## config.mk

```make
export PLATFORM = sky130hd
export DESIGN_NAME = uart_rx
export DESIGN_NICKNAME = d
export VERILOG_FILES = /design/src/rtl/uart_pkg.sv /design/src/rtl/uart_sync2.sv /design/src/rtl/uart_rx.sv
export SDC_FILE = /design/constraint.sdc
export NUM_CORES = 1
export LEC_CHECK = 0
export ABC_AREA = 1
export CORE_UTILIZATION = 50
export CTS_CLUSTER_DIAMETER = 120
export DETAILED_ROUTE_END_ITERATION = 8
export GPL_TIMING_DRIVEN = 1
export PLACE_DENSITY = 0.7
export SYNTH_ARGS = -nofsm -noshare
export SYNTH_HDL_FRONTEND = slang
export SYNTH_SLANG_ARGS = --single-unit
```

## constraint.sdc

```tcl
create_clock -name clk -period 4.6 [get_ports clk]
set_clock_uncertainty 0.1 [all_clocks]
set_input_delay 0.46 -clock clk [delete_from_list [all_inputs] [get_ports clk]]
set_output_delay 0.46 -clock clk [all_outputs]
set_load 0.05 [all_outputs]
```

## src/rtl/uart_pkg.sv

```systemverilog
// uart_pkg: shared receiver FSM state type and default frame geometry.
package uart_pkg;
    localparam int DEFAULT_DATA_BITS  = 8;
    localparam int DEFAULT_OVERSAMPLE = 16;
    typedef enum logic [2:0] {IDLE, START, DATA, PARITY, STOP} rx_state_t;
endpackage

```

## src/rtl/uart_sync2.sv

```systemverilog
// uart_sync2: two-flop synchronizer for one asynchronous bit.
// Ports: clk, rst (sync active-high, loads RST_VAL), d (async in), q (synchronized out).
module uart_sync2 #(
    parameter logic RST_VAL = 1'b1
) (
    input  logic clk,
    input  logic rst,
    input  logic d,
    output logic q
);
    logic r_meta;
    logic r_q;
    always_ff @(posedge clk) begin
        if (rst) begin
            r_meta <= RST_VAL;
            r_q    <= RST_VAL;
        end else begin
            r_meta <= d;
            r_q    <= r_meta;
        end
    end
    assign q = r_q;
endmodule

```

## src/rtl/uart_rx.sv

```systemverilog
// uart_rx: oversampling UART receiver with valid/ready output and error flags.
// Ports: clk, rst (sync active-high), oversample_tick (OVERSAMPLE x baud strobe),
//        rx_in (async line, idles high), rx_data/rx_valid/rx_ready (output handshake),
//        rx_busy (not IDLE), frame_error, overrun (sticky), parity_error (UART_RX_PARITY_EN).
// Build option: define UART_RX_PARITY_EN for an even parity bit after the data bits.
module uart_rx
    import uart_pkg::*;
#(
    parameter int DATA_BITS  = DEFAULT_DATA_BITS,
    parameter int OVERSAMPLE = DEFAULT_OVERSAMPLE
) (
    input  logic                 clk,
    input  logic                 rst,
    input  logic                 oversample_tick,
    input  logic                 rx_in,
    output logic [DATA_BITS-1:0] rx_data,
    output logic                 rx_valid,
    input  logic                 rx_ready,
    output logic                 rx_busy,
    output logic                 frame_error,
    output logic                 overrun
`ifdef UART_RX_PARITY_EN
    ,
    output logic                 parity_error
`endif
);
    localparam int TW = $clog2(OVERSAMPLE);
    localparam int BW = $clog2(DATA_BITS);
    localparam logic [TW-1:0] T_MID  = TW'(OVERSAMPLE / 2 - 1);
    localparam logic [TW-1:0] T_END  = TW'(OVERSAMPLE - 1);
    localparam logic [BW-1:0] B_LAST = BW'(DATA_BITS - 1);
`ifdef UART_RX_PARITY_EN
    localparam rx_state_t AFTER_DATA = PARITY;
`else
    localparam rx_state_t AFTER_DATA = STOP;
`endif

    logic                 w_rxs;
    rx_state_t            r_state;
    rx_state_t            w_next;
    logic [TW-1:0]        r_tick;
    logic [BW-1:0]        r_bit;
    logic [DATA_BITS-1:0] r_shift;
    logic                 r_par;
    logic [DATA_BITS-1:0] r_data;
    logic                 r_valid;
    logic                 r_fe;
    logic                 r_ovr;
    logic                 r_pe;
    logic                 w_mid;
    logic                 w_end;
    logic                 w_done;

    uart_sync2 #(.RST_VAL(1'b1)) u_sync (.clk(clk), .rst(rst), .d(rx_in), .q(w_rxs));

    assign w_mid  = oversample_tick && r_tick == T_MID;
    assign w_end  = oversample_tick && r_tick == T_END;
    assign w_done = r_state == STOP && w_end;

    always_ff @(posedge clk) begin
        if (rst) r_state <= IDLE;
        else     r_state <= w_next;
    end

    always_comb begin
        w_next = r_state;
        case (r_state)
            IDLE:   if (oversample_tick && !w_rxs) w_next = START;
            START:  if (w_mid) w_next = w_rxs ? IDLE : DATA;
            DATA:   if (w_end && r_bit == B_LAST) w_next = AFTER_DATA;
`ifdef UART_RX_PARITY_EN
            PARITY: if (w_end) w_next = STOP;
`endif
            STOP:   if (w_end) w_next = IDLE;
            default: w_next = IDLE;
        endcase
    end

    always_comb begin
        rx_busy = r_state != IDLE;
    end

    // Tick counter restarts at the start-bit midpoint so later samples land mid-bit.
    always_ff @(posedge clk) begin
        if (rst) begin
            r_tick  <= '0;
            r_bit   <= '0;
            r_shift <= '0;
            r_par   <= 1'b0;
        end else if (oversample_tick) begin
            r_tick <= (r_state == IDLE || (r_state == START && r_tick == T_MID) || r_tick == T_END) ? '0 : r_tick + 1'b1;
            if (r_state == DATA && r_tick == T_END) begin
                r_shift[r_bit] <= w_rxs;
                r_bit          <= (r_bit == B_LAST) ? '0 : r_bit + 1'b1;
            end
            if (r_state == PARITY && r_tick == T_END) r_par <= w_rxs;
        end
    end

    // A word may load when the holding register is empty or being drained this cycle.
    always_ff @(posedge clk) begin
        if (rst) begin
            r_data  <= '0;
            r_valid <= 1'b0;
            r_fe    <= 1'b0;
            r_ovr   <= 1'b0;
            r_pe    <= 1'b0;
        end else if (w_done && (!r_valid || rx_ready)) begin
            r_data  <= r_shift;
            r_valid <= 1'b1;
            r_fe    <= !w_rxs;
            r_pe    <= ^{r_shift, r_par};
        end else begin
            r_ovr   <= r_ovr | w_done;
            r_valid <= r_valid & ~rx_ready;
        end
    end

    assign rx_data     = r_data;
    assign rx_valid    = r_valid;
    assign frame_error = r_fe;
    assign overrun     = r_ovr;
`ifdef UART_RX_PARITY_EN
    assign parity_error = r_pe;
`endif
endmodule

```

# Word-level counts from Yosys, hierarchy flattened
# Index checks and enable logic that the tools add are counted.
# op_classes
mux,12
bitwise_logic,3
order_cmp,2
reduce_logical,18
eq_ne,10
addsub,2
# ops
operator,count
two-way mux 3 bit,5
case mux 3 bit (4 select lines),1
logical AND 1 bit,9
bitwise mux 8 bit,1
!= test 2 bit (second input constant),4
== test 3 bit (second input constant),2
adder 4 x 1 -> 4 bit (second input constant),1
== test 4 x 3 -> 1 bit (second input constant),1
== test 4 bit (second input constant),1
< comparator 3 x 4 -> 1 bit (second input constant),1
two-way mux 4 bit,1
AND reduction 4 bit,1
adder 3 x 1 -> 3 bit (second input constant),1
demux 1 bit (select 3 bit),1
== test 3 x 1 -> 1 bit (second input constant),1
== test 3 x 2 -> 1 bit (second input constant),1
>= comparator 3 x 1 -> 1 bit (second input constant),1
logical NOT 3 bit,1
logical OR 1 bit,3
nonzero test 3 bit,1
logical NOT 1 bit,2
two-way mux 1 bit,2
two-way mux 2 bit,1
AND reduction 2 bit,1
3 further kinds,3
# totals
output_inout_bits,12
ff_bits,31
word_cells,57
input_bits,5

# Depth between registers and ports, before layout
# depth
depth_word,5
ltp_mapped,9
ltp_nobuf,9

# Hierarchy
# A second synthesis with hierarchy kept.
# unflattened
cells_unflattened,195
area_unflattened_um2,1471.4
# by_module_without_submodules
module,cells_per_inst,seq_area_each_um2,area_per_inst_um2,n_inst
uart_rx,188,580.6,1412.6,1
uart_sync2,7,40.0,58.8,1

# Worst setup path before layout
# OpenSTA, ideal clock, no wires.
# synth_timing
path_type,flip-flop to flip-flop
startpoint,register r_state[2]
endpoint,register r_tick[0]
required_ns,4.375
slack_ns,3.018
n_path_buf,0
setup_time_ns,0.125
stages_incl_launch_ff,7
arrival_ns,1.357
path_cell_list,dfxtp_1 -> inv_1 -> nand3_1 -> inv_1 -> a21oi_1 -> o21ai_0 -> nor2_1
# synth_between
elab_chain_len,5
word_cells_on_any_way,6
classes_between,eq/ne (1); mux (1); reduce/logical (4)
# synth_rtl
item,line,source
start: declaration,uart_rx.sv:39,rx_state_t r_state;
start signal: assignment,uart_rx.sv:62,else r_state <= w_next;
== test 3 x 1 -> 1 bit,uart_rx.sv:91,r_tick <= (r_state == IDLE || (r_state == START && r_tick == T_MID) || r_tick == T_END) ? '0 : r_tick + 1'b1;
logical AND 1 bit,uart_rx.sv:91,
logical OR 1 bit (*) (2 in a row),uart_rx.sv:91,
two-way mux 4 bit (*),uart_rx.sv:91,
end signal: assignment,uart_rx.sv:91,
end: declaration,uart_rx.sv:41,logic [TW-1:0] r_tick;
# Every way passes the cells marked *; elsewhere a longest branch is shown, timed or not.
# A chain may end at the register's enable or synchronous reset.

# Worst setup path after layout
# layout_timing
startpoint,register r_state[1]
endpoint,output port rx_busy
# layout_between
elab_chain_len,1
# layout_rtl
item,line,source
nonzero test 3 bit,uart_rx.sv:80,rx_busy = r_state != IDLE;
end: declaration,uart_rx.sv:19,"output logic rx_busy,"
# No other way between the ends.

==> results.sh <==
export IMPL_status="finished clean"
export IMPL_max_stage_delay_ps=820
export IMPL_postSynthCellCount=181
export IMPL_final_core_util=0.639
export IMPL_synthDistinctLibCells=26
export IMPL_diodes=0
export IMPL_crit_arrival_ps=1720
export IMPL_synthesis_yosys_warnings=0
export IMPL_postCtsHoldBufs=0
export IMPL_place_area_sq_mm=0.00157
export IMPL_start_util=0.543
export IMPL_period_share=0.495
export IMPL_grt_pass1_wl_microns=4390
export IMPL_tightest_slew_ps=507
export IMPL_boundaryPins=17
export IMPL_multiInputGateArea_sq_um=629
export IMPL_gp_congestion=0.856
export IMPL_crit_path_start_kind="register"
export IMPL_syn_num_nets=189
export IMPL_num_vias=1153
export IMPL_cts_sinks=31
export IMPL_grt_max_degree=19
export IMPL_worstReg2RegStart="r_tick[0]$_SDFFE_PP0P_"
export IMPL_instances_no_fill=231
export IMPL_hold_viol_final=0
export IMPL_antenna_found_initial=0
export IMPL_cp_required_ps=4040
export IMPL_fp_dieH_microns=54.8
export IMPL_regArea_sq_um=621
export IMPL_relSlewSlack=0.661
export IMPL_antenna_left=0
export IMPL_core_sq_mm=0.00257
export IMPL_ys_ff_latch=31
export IMPL_worstSetupPathType="reg -> out"
export IMPL_htree_levels=2
export IMPL_overflow=0
export IMPL_ys_seq_area_frac=0.445
export IMPL_drt_pass1_iterations=4
export IMPL_fin_crit_ps=2280
export IMPL_leakage_nw=0.678
export IMPL_synth_top_cell_by_area="dfxtp_1"
export IMPL_cp_slowest_cell="clkdlybuf4s50_1"
export IMPL_synthesis_area_sq_mm=0.00140
export IMPL_avgRoutedWirePerCell_microns=11.2
export IMPL_placementRows=18
export IMPL_cts_buffers=5
export IMPL_clock_latency_ps=330
export IMPL_cp_max_fo=3
export IMPL_stdcell_area_sq_mm=0.00164
export IMPL_clkTransAtPathRegs_ps=100
export IMPL_clockBufferDepth=2
export IMPL_clockRootBuffer="clkbuf_4"
export IMPL_netlist_area_leader_share=0.445
export IMPL_drt_iter0_markers=19
export IMPL_nNetsFinal=208
export IMPL_peakVddDrop_mv=0.231
export IMPL_worstHoldPathCells=1
export IMPL_worstHoldStart="u_sync.r_meta$_SDFF_PP1_"
export IMPL_dp_hpwl_microns=1910
export IMPL_hold_path_class="reg -> reg"
export IMPL_setup_viol_count_final=0
export IMPL_cts_tree="done"
export IMPL_syn_area_per_cell_sq_um=7.71
export IMPL_power_total_w=0.000502
export IMPL_placedCellCount=223
export IMPL_end_kind="output pin"
export IMPL_cp_cell_sequence="inv_1, nand3_1, clkdlybuf4s50_1"
export IMPL_synth_area_top_cells="dfxtp_1 (44%), inv_1 (8.1%), a21oi_1 (6.5%)"
export IMPL_ff2ff_path_depth=6
export IMPL_r2r_slack_ps=2880
export IMPL_grt_pass1_vias=995
export IMPL_route_detailed_drc=0
export IMPL_final_max_slew_viol_count=0
export IMPL_holdPathEnd="u_sync.q$_SDFF_PP1_"
export IMPL_track_usage=0.211
export IMPL_cts_resized_gates=0
export IMPL_timing_fmax_ghz=0.439
export IMPL_drive_above_1_share=0.104
export IMPL_fin_setup_tns_ps=0
export IMPL_syn2layout_area_growth_pct=17.7
export IMPL_drt_wl_total_microns=2580
export IMPL_io_buffers=16
export IMPL_rsz0062_at_grt="no"
export IMPL_post_cts_buffers=0
export IMPL_maxCapViolCount=0
export IMPL_p_per_area_mw_per_mm2=306
export IMPL_fillers=235
export IMPL_r2r_end="rx_data[3]$_SDFFE_PP0P_"
export IMPL_via_per_inst=4.99
export IMPL_die_area_sq_mm=0.00301
export IMPL_die_w_microns=54.8
stage by stage:
step	setup slack (ps)	hold slack, ps
floorplan	3020	289
global placement	2510	293
detailed placement	2400	299
CTS	2320	334
global route	2230	355
finish	2320	329
logic make-up after synthesis:
kind of cell | share of synthesized area
AND/OR/NAND/NOR | 0.245
AO/OA/AOI/OAI | 0.167
buffers and inverters | 0.104
flip-flops | 0.445
adder cells (fa/ha/maj) | 0.0269
XOR/XNOR | 0.0126
power breakdown:
part / switching, W / leakage (nW) / total [W] / internal (W)
clock network: 0.0000918 / 0.0375 / 0.000181 / 0.0000892
registers: 0.00000386 / 0.250 / 0.000276 / 0.000272
logic: 0.0000295 / 0.391 / 0.0000449 / 0.0000153
cell usage after synthesis, drive strengths merged:
cell / n
nand2: 27
dfxtp: 31
clkbuf: 2
a211oi: 2
a21oi: 18
o21ai: 12
nor3: 8
nor2: 21
buf: 2
or2: 2
nand3: 11
xnor2: 1
o21a: 1
inv: 31
o21bai: 7
ha: 3
xor2: 1
nand4: 1
layout by cell type, fill, tap and decap left out, drive strengths merged:
master	synthesis	final
dfxtp	31	31
inv	31	31
nand2	27	27
nor2	21	21
a21oi	18	18
clkdlybuf4s50	0	16
o21ai	12	12
nand3	11	11
nor3	8	8
o21bai	7	7
clkbuf	2	7
ha	3	3
or2	2	2
a211oi	2	2
nand4	1	1
xor2	1	1
o21a	1	1
xnor2	1	1
clkinvlp	0	1
worst max-delay path by stage:
| stage | start | endpoint | slack [ps] |
|---|---|---|---|
| 2_1_floorplan | r_state[2]$_SDFFE_PP0P_ | r_tick[0]$_SDFFE_PP0P_ | 3020 |
| 3_3_place_gp | oversample_tick | rx_data[3]$_SDFFE_PP0P_ | 2510 |
| 3_5_place_dp | oversample_tick | rx_data[5]$_SDFFE_PP0P_ | 2400 |
| 4_1_cts | r_state[1]$_SDFFE_PP0P_ | rx_busy | 2320 |
| 5_1_grt | r_state[1]$_SDFFE_PP0P_ | rx_busy | 2230 |
| 6_report | r_state[1]$_SDFFE_PP0P_ | rx_busy | 2320 |
metal layers:
metal / track usage / vias up / wire, microns / part of all wire
li1: - / 620 / - / -
met3: 0.0750 / 8 / 118 / 0.046
met1: 0.279 / 499 / 1290 / 0.50
met4: 0.0897 / 0 / 38 / 0.015
met2: 0.305 / 26 / 1130 / 0.44
met5: 0 / - / 0 / 0
registers in the layout, indices dropped and copies added, names as in the netlist:
register and cells:
r_tick 4, u_sync.r_meta 1, r_state 3, rx_valid 1
rx_data 8, u_sync.q 1, frame_error 1, overrun 1
r_bit 3, r_shift 8
critical path, delay by kind of cell, from the launching register on:
family,cells,cell delay [ps]
buf+inv,2,890
flops,1,380
simple gates,1,130
cell type report:
cell class | instances | share of cell area
inverters | 31 | 0.0739
multi-input cells | 115 | 0.383
clock buffers | 7 | 0.0396
clock inverters | 1 | 0.00457
well taps | 30 | 0.0229
repair buffers | 16 | 0.0976
flip-flops and latches | 31 | 0.378
Power figures use the tool's default switching activity.
